==> config.mk <==
export PLATFORM = sky130hd
export DESIGN_NAME = uart_tx_fifo_cfg
export DESIGN_NICKNAME = d
export VERILOG_FILES = /design/src/rtl/uart_tx_fifo_cfg.sv
export SDC_FILE = /design/constraint.sdc
export NUM_CORES = 1
export LEC_CHECK = 0
export BUFFER_PORTS_ARGS = -buffer_cell sky130_fd_sc_hd__buf_2
export CORE_AREA = 2 2 76 78
export CTS_BUF_LIST = sky130_fd_sc_hd__clkbuf_4 sky130_fd_sc_hd__clkbuf_8
export CTS_CLUSTER_SIZE = 40
export DETAILED_ROUTE_END_ITERATION = 6
export DIE_AREA = 0 0 78 80
export GPL_TIMING_DRIVEN = 0
export PLACE_DENSITY_LB_ADDON = 0.12
export SETUP_SLACK_MARGIN = 0.15
export SYNTH_ARGS = -nofsm -noshare
export SYNTH_HDL_FRONTEND = slang
export SYNTH_SLANG_ARGS = --single-unit
==> constraint.sdc <==
create_clock -name clk -period 4.84 [get_ports clk]
set_clock_uncertainty 0.05 [all_clocks]
set_input_delay 0.968 -clock clk [delete_from_list [all_inputs] [get_ports clk]]
set_output_delay 0.968 -clock clk [all_outputs]
set_load 0.005 [all_outputs]
==> src/rtl/uart_tx_fifo_cfg.sv <==
// uart_tx_fifo_cfg
//   UART transmitter with a TX FIFO, a configurable data-bit count (5..8),
//   optional odd/even parity and 1 or 2 stop bits. Queued frames go out
//   back-to-back. The next frame's START follows the last stop bit directly.
//
// Ports
//   clk            system clock, rising edge
//   reset          synchronous, active-high
//   data_in        payload to enqueue (DATA_BITS wide)
//   write_strobe   enqueue data_in this cycle
//   fifo_full      FIFO holds FIFO_DEPTH entries (registered)
//   fifo_empty     FIFO holds 0 entries (registered)
//   overflow_flag  sticky: a write was dropped while full; cleared by reset only
//   busy_flag      frame in progress or FIFO not empty (registered)
//   tx_done        one-cycle pulse aligned with the last cycle of the last stop bit
//   data_out       serial line, idle high, flop output
module uart_tx_fifo_cfg #(
    parameter int CLOCK_SPEED = 20_000_000,
    parameter int BAUD_RATE   = 9600,
    parameter int DATA_BITS   = 8,
    parameter int PARITY_MODE = 0,
    parameter int STOP_BITS   = 1,
    parameter int FIFO_DEPTH  = 4
) (
    input  logic                 clk,
    input  logic                 reset,
    input  logic [DATA_BITS-1:0] data_in,
    input  logic                 write_strobe,
    output logic                 fifo_full,
    output logic                 fifo_empty,
    output logic                 overflow_flag,
    output logic                 busy_flag,
    output logic                 tx_done,
    output logic                 data_out
);

    localparam int CYCLES_PER_BIT = CLOCK_SPEED / BAUD_RATE;
    localparam int PTR_W  = (FIFO_DEPTH > 1) ? $clog2(FIFO_DEPTH) : 1;
    localparam int CNT_W  = $clog2(FIFO_DEPTH) + 1;
    localparam int BAUD_W = (CYCLES_PER_BIT > 1) ? $clog2(CYCLES_PER_BIT) : 1;

    // Illegal parity modes fall back to "no parity".
    localparam logic PARITY_EN  = (PARITY_MODE == 1) || (PARITY_MODE == 2);
    localparam logic PARITY_ODD = (PARITY_MODE == 1);

    localparam logic [BAUD_W-1:0] BAUD_LAST = BAUD_W'(CYCLES_PER_BIT - 1);
    localparam logic [2:0]        DATA_LAST = 3'(DATA_BITS - 1);
    localparam logic [2:0]        STOP_LAST = 3'(STOP_BITS - 1);
    localparam logic [CNT_W-1:0]  CNT_FULL  = CNT_W'(FIFO_DEPTH);

    if (CYCLES_PER_BIT < 2) begin : g_chk_baud
        $error("uart_tx_fifo_cfg: CLOCK_SPEED/BAUD_RATE must be >= 2");
    end
    if ((DATA_BITS < 5) || (DATA_BITS > 8)) begin : g_chk_data
        $error("uart_tx_fifo_cfg: DATA_BITS must be in 5..8");
    end
    if ((STOP_BITS < 1) || (STOP_BITS > 2)) begin : g_chk_stop
        $error("uart_tx_fifo_cfg: STOP_BITS must be 1 or 2");
    end
    if ((FIFO_DEPTH < 2) || ((FIFO_DEPTH & (FIFO_DEPTH - 1)) != 0)) begin : g_chk_depth
        $error("uart_tx_fifo_cfg: FIFO_DEPTH must be a power of 2 and >= 2");
    end

    typedef enum logic [2:0] {
        IDLE,
        START,
        DATA,
        PARITY,
        STOP
    } state_t;

    state_t state, state_n;

    logic [DATA_BITS-1:0] mem [FIFO_DEPTH];
    logic [PTR_W-1:0]     wr_ptr, rd_ptr;
    logic [CNT_W-1:0]     count, count_n;
    logic [DATA_BITS-1:0] shreg;
    logic                 parity_acc;
    logic [BAUD_W-1:0]    baud_cnt;
    logic [2:0]           bit_cnt;

    logic bit_end;
    logic pop;
    logic wr_ok;
    logic line_n;
    logic done_n;

    assign bit_end = (baud_cnt == BAUD_LAST);

    // A write while full still lands when the same cycle pops the head.
    assign wr_ok = write_strobe && (!fifo_full || pop);

    always_comb begin
        state_n = state;
        pop     = 1'b0;
        line_n  = 1'b1;
        done_n  = 1'b0;
        case (state)
            IDLE: begin
                if (!fifo_empty) begin
                    pop     = 1'b1;
                    state_n = START;
                end
            end
            START: begin
                line_n = 1'b0;
                if (bit_end) begin
                    state_n = DATA;
                end
            end
            DATA: begin
                line_n = shreg[0];
                if (bit_end && (bit_cnt == DATA_LAST)) begin
                    state_n = PARITY_EN ? PARITY : STOP;
                end
            end
            PARITY: begin
                line_n = PARITY_ODD ? ~parity_acc : parity_acc;
                if (bit_end) begin
                    state_n = STOP;
                end
            end
            STOP: begin
                line_n = 1'b1;
                if (bit_end && (bit_cnt == STOP_LAST)) begin
                    done_n = 1'b1;
                    if (!fifo_empty) begin
                        pop     = 1'b1;
                        state_n = START;
                    end else begin
                        state_n = IDLE;
                    end
                end
            end
            default: begin
                state_n = IDLE;
            end
        endcase
    end

    always_comb begin
        count_n = count;
        if (wr_ok && !pop) begin
            count_n = count + CNT_W'(1);
        end else if (!wr_ok && pop) begin
            count_n = count - CNT_W'(1);
        end
    end

    // FIFO storage carries no reset; only the pointers and count define validity.
    always_ff @(posedge clk) begin
        if (wr_ok) begin
            mem[wr_ptr] <= data_in;
        end
    end

    always_ff @(posedge clk) begin
        if (reset) begin
            state         <= IDLE;
            wr_ptr        <= '0;
            rd_ptr        <= '0;
            count         <= '0;
            fifo_full     <= 1'b0;
            fifo_empty    <= 1'b1;
            overflow_flag <= 1'b0;
            busy_flag     <= 1'b0;
            tx_done       <= 1'b0;
            data_out      <= 1'b1;
            shreg         <= '0;
            parity_acc    <= 1'b0;
            baud_cnt      <= '0;
            bit_cnt       <= '0;
        end else begin
            state <= state_n;
            count <= count_n;

            // data_out and tx_done lag the state by one cycle, so the pulse
            // coincides with the last stop-bit cycle as seen on the line.
            data_out <= line_n;
            tx_done  <= done_n;

            fifo_full  <= (count_n == CNT_FULL);
            fifo_empty <= (count_n == '0);
            busy_flag  <= (state_n != IDLE) || (count_n != '0);

            if (write_strobe && !wr_ok) begin
                overflow_flag <= 1'b1;
            end
            if (wr_ok) begin
                wr_ptr <= wr_ptr + PTR_W'(1);
            end
            if (pop) begin
                rd_ptr <= rd_ptr + PTR_W'(1);
            end

            if ((state == IDLE) || bit_end) begin
                baud_cnt <= '0;
            end else begin
                baud_cnt <= baud_cnt + BAUD_W'(1);
            end

            // bit_cnt indexes data bits in DATA and stop bits in STOP.
            if (bit_end && (state == DATA)) begin
                bit_cnt <= (bit_cnt == DATA_LAST) ? 3'd0 : bit_cnt + 3'd1;
            end else if (bit_end && (state == STOP)) begin
                bit_cnt <= (bit_cnt == STOP_LAST) ? 3'd0 : bit_cnt + 3'd1;
            end

            if (pop) begin
                shreg      <= mem[rd_ptr];
                parity_acc <= 1'b0;
            end else if (bit_end && (state == DATA)) begin
                shreg      <= {1'b0, shreg[DATA_BITS-1:1]};
                parity_acc <= parity_acc ^ shreg[0];
            end
        end
    end

endmodule
## Word level (Yosys, flattened, before mapping)

Memories as Yosys holds them, arrays and structs flattened. A register that Yosys moved wholly into a read port is not among the register bits.
Index checks and enable logic that the tools add are counted.

| cells by class | value |
|---|---|
| $add $sub $neg | 6 |
| equal/unequal tests | 7 |
| mux-type cells | 24 |
| bitwise gates (word level) | 2 |
| reductions and logical operators | 24 |

Operators by type and width:

| operator | number |
|---|---|
| $mux 3 | 11 |
| $mux 8 | 2 |
| $pmux 3 s5 | 1 |
| $add 12x1->12 const B | 1 |
| $eq 12x12->1 const B | 1 |
| $eq 3x3->1 const B | 3 |
| $logic_not 3->1 | 3 |
| $logic_and 1x1->1 | 8 |
| $add 3x1->3 const B | 2 |
| $eq 3x2->1 const B | 2 |
| $mux 1 | 6 |
| $reduce_bool 3->1 | 2 |
| $reduce_or 2->1 | 3 |
| $add 2x1->2 const B | 2 |
| $mux 2 | 2 |
| $reduce_bool 2->1 | 2 |
| $eq 3x1->1 const B | 1 |
| $logic_not 1->1 | 3 |
| $logic_or 1x1->1 | 3 |
| $pmux 1 s3 | 1 |
| $sub 3x1->3 const B | 1 |
| $pmux 1 s2 | 1 |
| $not 1->1 | 1 |
| $xor 1x1->1 | 1 |

| word-level totals | value |
|---|---|
| register bits after elaboration | 40 |
| memory bits (writable) | 32 |
| output and inout bits | 6 |
| logic and storage cells | 78 |
| memories | 1 |

Memories:

| name | words | bits a word | read ports | clocked after Yosys merged registers in | wr ports | line | text |
|---|---|---|---|---|---|---|---|
| mem | 4 | 8 | 1 | 1 | 1 | 74 | `logic [DATA_BITS-1:0] mem [FIFO_DEPTH];` |

## Logic depth before layout (Yosys ltp)

Gate-level depths: netlist of the first run.

| logic depth | value |
|---|---|
| word-level depth | 12 |
| mapped depth | 10 |
| mapped depth without buffers | 8 |

## Least setup slack after synthesis of the first run

No wires, ideal clock.

| timing | value |
|---|---|
| path type | register to register |
| from | register bit_cnt[0] |
| to | memory mem[0][0] (enable) |
| library setup time | 0.332 ns |
| arrival time | 2.055 ns |
| required time | 4.458 ns |
| setup slack | 2.404 ns |
| stages on the path, launching flop included | 8 |
| path buffers | 0 |
| clock period less this slack | 2.436 ns |
| cell sequence | dfxtp_1 -> inv_1 -> ha_1 -> or4b_1 -> nor4_1 -> o21bai_1 -> a21boi_2 -> and2_1 |

| on the way | value |
|---|---|
| longest elaborated chain between the ends | 8 |

RTL lines:

| element | line | text |
|---|---|---|
| start: declaration | 80 | `logic [2:0] bit_cnt;` |
| start signal: assignment | 204 | `bit_cnt <= (bit_cnt == DATA_LAST) ? 3'd0 : bit_cnt + 3'd1;` |
| start signal: assignment | 206 | `bit_cnt <= (bit_cnt == STOP_LAST) ? 3'd0 : bit_cnt + 3'd1;` |
| $logic_not 3->1 | 125 | `if (bit_end && (bit_cnt == STOP_LAST)) begin` |
| $logic_and 1x1->1 | 125 |  |
| $mux 1 | 125 |  |
| $pmux 1 s2 | 98 | `case (state)` |
| $logic_or 1x1->1 | 91 | `assign wr_ok = write_strobe && (!fifo_full \|\| pop);` |
| $logic_and 1x1->1 | 91 |  |
| $mux 1 | 152 | `if (wr_ok) begin` |
| $mux 1 (not written as such) | 153 | `mem[wr_ptr] <= data_in;` |
| end: declaration | 74 |  |

Every way passes these cells.

## Worst setup path in the final report of the first run

| timing | value |
|---|---|
| from | register bit_cnt[0] |
| to | memory mem[1][0] (enable) |

Same word-level chain as after synthesis.

==> run_results.csv, run 1 <==
group,metric,value,unit
detailed_routing,vias,2038,
power,p_int,1.26,mW
final_layout,areaGrowthSynthToFinish,12.9,%
synthesis,yosysWarningCount,0,
worst_setup_path,endpoint_kind,"flip-flop",
clock_network,clock_sinks,74,
clock_network,clock_latency,0.35,ns
worst_setup_path,cp.required,4.79,ns
final_layout,fill_cells,404,
clock_network,postCtsHoldBufs,0,
synthesis,synth_ff_type,"dfxtp_1",
global_routing,grt_max_degree,14,
power,power.share.clock,33.5,%
detailed_routing,wl_per_cell,14.4,µm
placed_design,gp_congestion,0.780,
final_layout,drive_gt1_share,18.0,%
worst_setup_path,critPathArrivalTime,2.86,ns
synthesis,netlist_area,3180,µm²
sta,post-route-min-period,2.91,ns
worst_setup_path,cp_max_fo,8,
sta,setup-tns-final,0,ns
sta,maxSlewHeadroom,56.4,%
synthesis,syn-num-nets,291,
synthesis,ys_ff_latch,74,
outcome,status,"finished clean",
sta,layout_worst_path_cycle_share,60.2,%
synthesis,yosysUniqueCellTypes,49,
power,p_comb_share,21.4,%
job,maxCapViolations,0,
final_layout,diodes,0,
synthesis,synthTopCellsByArea,"edfxtp_1 30%, dfxtp_1 26%, mux4_2 5.7%",
final_layout,final_net_count,317,
global_routing,grt_pass1_wl,9.38,mm
synthesis,avgSynthCellArea,11.8,µm²
global_routing,grt_overflow,0,
synthesis,synth_top_area_cell,"edfxtp_1",
sta,fmax,0.343,GHz
placed_design,port_buffers,15,
final_layout,final_cell_mix,"42 x dfxtp_1, 34 x nor2_1, 32 x edfxtp_1",
die,die_w,78,µm
sta,fin_ws,1.93,ns
die,die_h,80,µm
detailed_routing,ant_nets,0,
detailed_routing,drt-total-wl,5.37,mm
worst_hold_path,hp-class,"flip-flop to flip-flop",
worst_setup_path,start_kind,"flip-flop",
clock_network,cts_tree,"yes",
clock_network,cts_max_path_buffers,2,
final_layout,fin_cells,372,
detailed_routing,drtIter0Drc,144,
worst_setup_path,path_cells,"inv_1 > ha_1 > or4b_1 > nor4_1 > o21bai_1 > a21boi_2 > and2_1",
synthesis,synth_edf_count,32,
power,switching_share,27.8,%
placed_design,hpwl,3.75,mm
sta,drv_slew,0,
placed_design,place_ws,1.87,ns
worst_setup_path,slowest_delay,0.48,ns
power,power_switching,0.484,mW
sta,rsz0062_at_grt,"false",
die,num_io_pins,17,
power,p_seq_share,45.1,%
die,dieArea,6240,µm²
sta,setup_viol,0,
clock_network,clk_root_buffer_cell,"clkbuf_8",
clock_network,clk_pin_slew,0.09,ns
global_routing,grt_pass1_vias,1975,
die,initial_utilization,58.8,%
synthesis,synthCells,269,
die,coreArea,5410,µm²
worst_setup_path,cp.buffers_inverters,1,
global_routing,antenna_found_initial,0,
synthesis,ys_seq_area_share,56.7,%
die,num_rows,27,
power,p_leak,1.31,nW
sta,finalHoldViolations,0,
placed_design,dp_cells,356,
detailed_routing,dr.pass1.iters,4,
worst_setup_path,cpMaxStageDelayCell,"or4b_1",
clock_network,cts_resized,0,
synthesis,synth_top_area_share,30.2,%
clock_network,cts_setup_buffers,0,
clock_network,numCtsBuffers,9,
clock_network,cts-htree-levels,3,
sta,worstMarginPinSlew,0.654,ns
power,peakVddDrop,381,µV
worst_setup_path,cp_top_family,"simple AND/OR/NAND/NOR gates",
final_layout,final_common_cell,"dfxtp_1",
worst_setup_path,critPathKind,"flip-flop to flip-flop",
detailed_routing,drc,0,
power,power.density,485,nW/µm²
detailed_routing,drt-vias-per-instance,5.48,
global_routing,grt_util_all_layers,19.8,%
synthesis,async_flop_share,0,%
-- power groups by stage --
stage               clock (mW)  sequential (mW)  combinational (mW)
floorplan                    0            0.787               0.291
detailed placement           0            0.798               0.374
finish                   0.582            0.785               0.373
CTS                      0.593            0.785               0.377
global placement             0            0.795               0.368
global route             0.618            0.796               0.422
-- cells by family after synthesis --
family                     Yosys count  synth area share, %
DFF                                 74                 56.7
AOI/OAI and AO/OA                   34                 8.55
xor gates and xnor gates            18                 4.96
buffers and inverters               24                 3.43
and+or+nand+nor                     96                 15.1
adders and majority gates           11                 4.33
muxes                               12                 6.93
-- synthesized netlist by cell type (2+ instances only) --
master    count
nor2_1       34
mux4_2        8
a311oi_1      3
buf_6         2
xnor2_1       7
o21ai_0       3
dfxtp_1      42
clkbuf_1      7
a22oi_1       4
or3_1         5
o21bai_1      2
nand2_1      19
edfxtp_1     32
xor2_1       11
nor3_1        6
a31oi_1       2
nand2b_1      2
nor4_1        3
nand3_1       9
and3_1        3
and2_1        5
mux2i_1       4
inv_1        10
buf_1         2
nor3b_1       2
buf_2         3
a21oi_1       7
ha_1         11
-- final timing paths --
path	start	to	slack, ns	cells past startpoint
setup / recovery	bit_cnt[0]	mem[1][0]	1.93	7
hold / removal	shreg[1]	shreg[1]	0.42	2
hold reg to reg	shreg[1]	shreg[1]	0.42	2
setup reg to reg	bit_cnt[0]	mem[1][0]	1.93	7
-- layout make-up --
cell class                 count  area, µm²  area share, %
buffer                        14       71.3           1.99
clock buffer                  10        131           3.66
clock inverter                 6        114           3.17
inverter                      10       37.5           1.05
multi-input combinational    171       1270           35.3
sequential                    74       1800           50.2
tap                           72       90.1           2.51
timing repair buffer          15       75.1           2.09
-- state kept, by name (all words and copies together), names as in the netlist, named ones only --
| signal | count |
|---|---|
| state | 3 |
| fifo_full | 1 |
| bit_cnt | 3 |
| overflow_flag | 1 |
| baud_cnt | 12 |
| count | 3 |
| fifo_empty | 1 |
| busy_flag | 1 |
| rd_ptr | 2 |
| shreg | 8 |
| data_out | 1 |
| parity_acc | 1 |
| mem | 32 |
| wr_ptr | 2 |
| tx_done | 1 |
-- tightest hold or removal path, delay by kind of cell (launching register included) --
family | cells | cell delay [ns]
flip-flops | 1 | 0.32
AND/OR/NAND/NOR | 1 | 0.05
AO/OA/AOI/OAI | 1 | 0.05
-- per-stage QoR --
step                util (%)  hold slack [ns]  area [µm²]  total power [mW]
finish                  66.4            0.420        3590              1.74
global route            66.4            0.435        3590              1.84
CTS                     66.4            0.418        3590              1.76
detailed placement      61.8            0.403        3340              1.17
global placement        61.8            0.397        3340              1.16
floorplan                  -            0.387        3180              1.08
-- per-layer routing --
metal  track usage [%]  up-vias  wire, µm
met2              31.6       32      2580
met5                 0        -         0
li1                  -     1017         -
met4              8.25        0        58
met1              25.2      985      2520
met3              6.11        4       205
Power figures use the tool's default switching activity.
==> run 2: changes to the inputs <==
- CORE_AREA: 2 2 76 78 -> 2 2 78 80
- DIE_AREA: 0 0 78 80 -> 0 0 80 82
- clock period: 4.84 -> 2.64 ns (I/O delays scaled with it)
==> run 2 against run 1 <==
Total power rose by 74%. Combinational power rose by 89%. Setup slack got worse by 1.7 ns. Critical endpoint is now bit_cnt[2]. Largest cell class unchanged. Largest power group unchanged.
==> run_results.csv, run 2 (same netlist as run 1, synthesis figures left out) <==
group,metric,value,unit
final_layout,final_common_cell,"dfxtp_1",
global_routing,grt_util_all_layers,18.6,%
final_layout,largest_reg_flops,32,
detailed_routing,ant_nets,0,
clock_network,numCtsBuffers,9,
worst_setup_path,start_kind,"flip-flop",
worst_setup_path,regToRegSetupSlack,0.21,ns
power,p_leak,1.35,nW
worst_setup_path,critPathArrivalTime,2.64,ns
clock_network,clock_latency,0.34,ns
worst_setup_path,reg2reg_depth,6,
worst_setup_path,worstReg2RegStart,"baud_cnt[8]",
placed_design,hpwl,3.80,mm
final_layout,diodes,0,
die,coreArea,5750,µm²
die,dieArea,6560,µm²
worst_setup_path,endpoint_kind,"flip-flop",
sta,post-route-min-period,2.43,ns
worst_setup_path,rr_endpoint,"bit_cnt[2]",
sta,setup-tns-final,0,ns
clock_network,clk_root_buffer_cell,"clkbuf_8",
clock_network,clock_sinks,74,
final_layout,final_cell_mix,"41 x dfxtp_1, 34 x nor2_1, 32 x edfxtp_1",
final_layout,areaGrowthSynthToFinish,15.0,%
worst_setup_path,crit_end,"bit_cnt[2]",
detailed_routing,dr.pass1.iters,4,
global_routing,grt_pass1_wl,8.96,mm
global_routing,grt_overflow,0,
placed_design,port_buffers,15,
final_layout,top_regs,"mem (32), baud_cnt (12), shreg (8)",
die,num_io_pins,17,
final_layout,largest_register,"mem",
placed_design,gp_congestion,0.736,
sta,maxSlewHeadroom,55.6,%
detailed_routing,drt-vias-per-instance,5.41,
detailed_routing,drt-total-wl,5.55,mm
final_layout,fill_cells,455,
detailed_routing,wl_per_cell,14.6,µm
worst_setup_path,critPathKind,"flip-flop to flip-flop",
sta,rsz0062_at_grt,"false",
detailed_routing,vias,2062,
clock_network,postCtsHoldBufs,0,
placed_design,placed_cell_area,3350,µm²
die,initial_utilization,55.3,%
final_layout,final_net_count,323,
sta,worstMarginPinSlew,0.666,ns
sta,layout_worst_path_cycle_share,92.1,%
detailed_routing,drc,0,
clock_network,cts_tree,"yes",
sta,fmax,0.411,GHz
worst_hold_path,hp-class,"input port to flip-flop",
worst_setup_path,cp.required,2.85,ns
global_routing,grt_max_degree,13,
global_routing,antenna_found_initial,0,
sta,finalHoldViolations,0,
sta,setup_viol,0,
worst_setup_path,cp-startpoint,"baud_cnt[8]",
die,die_w,80,µm
final_layout,drive_gt1_share,23.2,%
clock_network,clk_pin_slew,0.08,ns
die,num_rows,28,
global_routing,grt_pass1_vias,1918,
final_layout,postLayoutCellArea,3650,µm²
clock_network,cts-htree-levels,3,
power,power.density,828,nW/µm²
sta,drv_slew,0,
power,peakVddDrop,618,µV
job,maxCapViolations,0,
die,die_h,82,µm
worst_setup_path,cp_max_fo,6,
clock_network,cts_max_path_buffers,2,
detailed_routing,drtIter0Drc,117,
outcome,status,"finished clean",
## run 2: changes by cell type in the layout (fill, tap and decap cells not counted), moves of 2 or more
cell and delta:
and2_1 -4, clkbuf_4 +3, bufinv_16 -2, clkinvlp_4 -2, buf_4 +6, clkinv_2 +2, and2_4 +4
## run 2: how the worst min path moves through the flow
stage,from,slack (ns),end,cells after the start
after CTS,data_in[5],0.34,mem[3][5],1
after global routing,data_in[4],0.34,mem[2][4],1
after detailed placement,shreg[1],0.40,shreg[1],2
final,data_in[5],0.35,mem[3][5],1
after global placement,overflow_flag,0.39,overflow_flag,2
after floorplan,shreg[1],0.39,shreg[1],2
## run 2: repair_timing
item                       in CTS  in global routing
cloned                          0                  0
pin swaps                       2                  1
setup endpoints to repair      49                 39
setup buffers                   2                  4
gates resized for setup        11                  8
## run 2: critical path: stages, from the launching register on
cell      delay (ns)
dfxtp_4         0.35
or4b_4          0.57
or3_4           0.35
buf_6           0.14
or3_1           0.46
a21o_1          0.23
a211oi_2        0.21
## run 2: report_power, final
part	switching, mW	total (mW)	internal, mW
sequential	0.0866	1.44	1.35
clock	0.391	0.883	0.492
combinational	0.372	0.705	0.333
## run 2: cell type report
type | count | area, µm² | area share (%)
Timing Repair Buffer | 21 | 120 | 3.29
Clock buffer | 13 | 160 | 4.39
Tap cell | 75 | 93.8 | 2.57
Buffer | 14 | 75.1 | 2.06
Sequential cell | 74 | 1810 | 49.4
Multi-Input combinational cell | 171 | 1320 | 36.1
Clock inverter | 3 | 40.0 | 1.10
Inverter | 10 | 37.5 | 1.03
## run 2: through the flow
stage | hold slack, ns | std cells | setup slack [ns] | util [%] | power, mW
after floorplan | 0.387 | 269 | 0.204 | - | 1.98
after global placement | 0.393 | 359 | -0.457 | 58.2 | 2.13
after detailed placement | 0.397 | 359 | -0.428 | 58.2 | 2.15
after CTS | 0.340 | 377 | 0.188 | 62.5 | 3.04
after global routing | 0.340 | 381 | 0.149 | 63.6 | 3.19
final | 0.350 | 381 | 0.209 | 63.6 | 3.03
## run 2: layer usage
layer	vias up	wire length (µm)	track usage, %
met4	0	73	9.66
met1	990	2670	24.2
met5	-	0	0
li1	1031	-	-
met2	34	2650	29.4
met3	7	166	4.29
==> run 3: changes to the inputs <==
- BUFFER_PORTS_ARGS: -buffer_cell sky130_fd_sc_hd__buf_2 -> -buffer_cell sky130_fd_sc_hd__clkbuf_2
==> run 3 against run 2 <==
Critical path depth did not move. Clock power up 8.4%. Count of clock-buffer cells in the layout did not move. Cell area rose by 0.69%. Largest power group unchanged. Sequential cell count did not move. Highest routed layer unchanged. Global-route usage is 0.53 points lower. Via count fell by 0.97%. Non-clock buffer count decreased by 2. Combinational power rose by 3%. Utilization grew 0.44 points. Final cell count fell by 0.52%. Wire length shrank 1.7%.
==> run_results.csv, run 3 (same netlist as run 1, synthesis figures left out) <==
group,metric,value,unit
sta,worstMarginPinSlew,0.675,ns
final_layout,final_common_cell,"dfxtp_1",
sta,maxSlewHeadroom,55.0,%
placed_design,placed_cell_area,3350,µm²
job,maxCapViolations,0,
die,coreArea,5750,µm²
sta,rsz0062_at_grt,"false",
die,num_io_pins,17,
worst_setup_path,critPathArrivalTime,2.64,ns
detailed_routing,drc,0,
final_layout,drive_gt1_share,24.7,%
detailed_routing,wl_per_cell,14.4,µm
power,p_seq_share,46.1,%
clock_network,cts_tree,"yes",
sta,setup-tns-final,0,ns
detailed_routing,drt-vias-per-instance,5.39,
sta,setup_viol,0,
sta,fmax,0.411,GHz
sta,fin_ws,0.206,ns
power,peakVddDrop,500,µV
worst_setup_path,start_kind,"flip-flop",
detailed_routing,vias,2042,
power,p_int,2.27,mW
global_routing,grt_overflow,0,
final_layout,fin_cells,379,
sta,hold_ws,0.352,ns
power,power.share.clock,30.7,%
global_routing,grt_max_degree,13,
sta,drv_slew,0,
sta,layout_worst_path_cycle_share,92.2,%
sta,finalHoldViolations,0,
worst_hold_path,hp-class,"input port to flip-flop",
detailed_routing,ant_nets,0,
power,power_switching,0.847,mW
die,die_h,82,µm
placed_design,place_ws,-0.400,ns
detailed_routing,drt-total-wl,5.46,mm
sta,post-route-min-period,2.43,ns
clock_network,cts_max_path_buffers,2,
final_layout,postLayoutCellArea,3680,µm²
final_layout,postLayoutCoreUtil,64.0,%
final_layout,final_net_count,321,
worst_setup_path,cp_max_fo,8,
global_routing,antenna_found_initial,0,
clock_network,clk_root_buffer_cell,"clkbuf_8",
die,dieArea,6560,µm²
worst_setup_path,regToRegSetupSlack,0.21,ns
worst_setup_path,cp.required,2.85,ns
final_layout,areaGrowthSynthToFinish,15.8,%
die,die_w,80,µm
worst_setup_path,critPathKind,"flip-flop to flip-flop",
placed_design,port_buffers,15,
detailed_routing,dr.pass1.iters,4,
power,switching_share,27.2,%
worst_setup_path,endpoint_kind,"flip-flop",
final_layout,diodes,0,
die,num_rows,28,
clock_network,clock_sinks,74,
clock_network,numCtsBuffers,9,
power,power.total,3.12,mW
placed_design,dp_cells,359,
final_layout,final_cell_mix,"38 x dfxtp_1, 34 x nor2_1, 32 x edfxtp_1",
clock_network,clk_pin_slew,0.07,ns
detailed_routing,drtIter0Drc,125,
global_routing,grt_pass1_vias,1919,
global_routing,grt_util_all_layers,18.1,%
power,p_comb_share,23.2,%
outcome,status,"finished clean",
clock_network,clock_latency,0.34,ns
placed_design,hpwl,3.68,mm
power,p_leak,1.35,nW
final_layout,top_regs,"mem (32), baud_cnt (12), shreg (8)",
power,power.density,847,nW/µm²
die,initial_utilization,55.3,%
final_layout,largest_register,"mem",
clock_network,cts-htree-levels,3,
final_layout,largest_reg_flops,32,
global_routing,grt_pass1_wl,8.85,mm
placed_design,gp_congestion,0.738,
run 3: cell type report:
cell class,count,area [µm²]
Fill cell,450,2070
Sequential cell,74,1810
Multi-Input combinational cell,171,1340
Clock buffer,13,154
Timing Repair Buffer,19,105
Tap cell,75,93.8
Buffer,14,77.6
Clock inverter,3,65.1
Inverter,10,37.5
run 3: what timing repair did:
action                                 CTS  global route
hold buffers                             0             0
endpoints found under the hold margin    0             0
pin swaps                                3            11
resized for setup                       11            19
setup buffers                            2             2
setup endpoints to repair               49            42
run 3: worst paths after layout:
kind,start,endpoint,cells past startpoint
hold reg to reg,shreg[2],shreg[2],2
setup / recovery,baud_cnt[6],bit_cnt[2],6
setup reg to reg,baud_cnt[6],bit_cnt[2],6
hold / removal,data_in[4],mem[2][4],1
run 3: routing by layer:
metal  routed length (µm)  global-route usage [%]  vias to the layer above
li1                     -                       -                     1024
met1                 2600                    24.0                      981
met2                 2640                    29.0                       29
met3                  143                    3.63                        8
met4                   80                    8.14                        0
met5                    0                       0                        -
run 3: worst max-delay path, stage by stage, from the launching register on:
cell,delay [ns]
dfxtp_2,0.34
or4b_4,0.55
or3_4,0.40
buf_6,0.14
or3_1,0.45
a21o_1,0.23
a211oi_2,0.20
run 3: power groups by stage:
stage               registers [mW]  logic, mW  clock network, mW
finish                        1.44      0.723              0.957
global route                  1.45      0.812               1.03
CTS                           1.44      0.704              0.973
detailed placement            1.46      0.683                  0
global placement              1.46      0.675                  0
floorplan                     1.44      0.534                  0
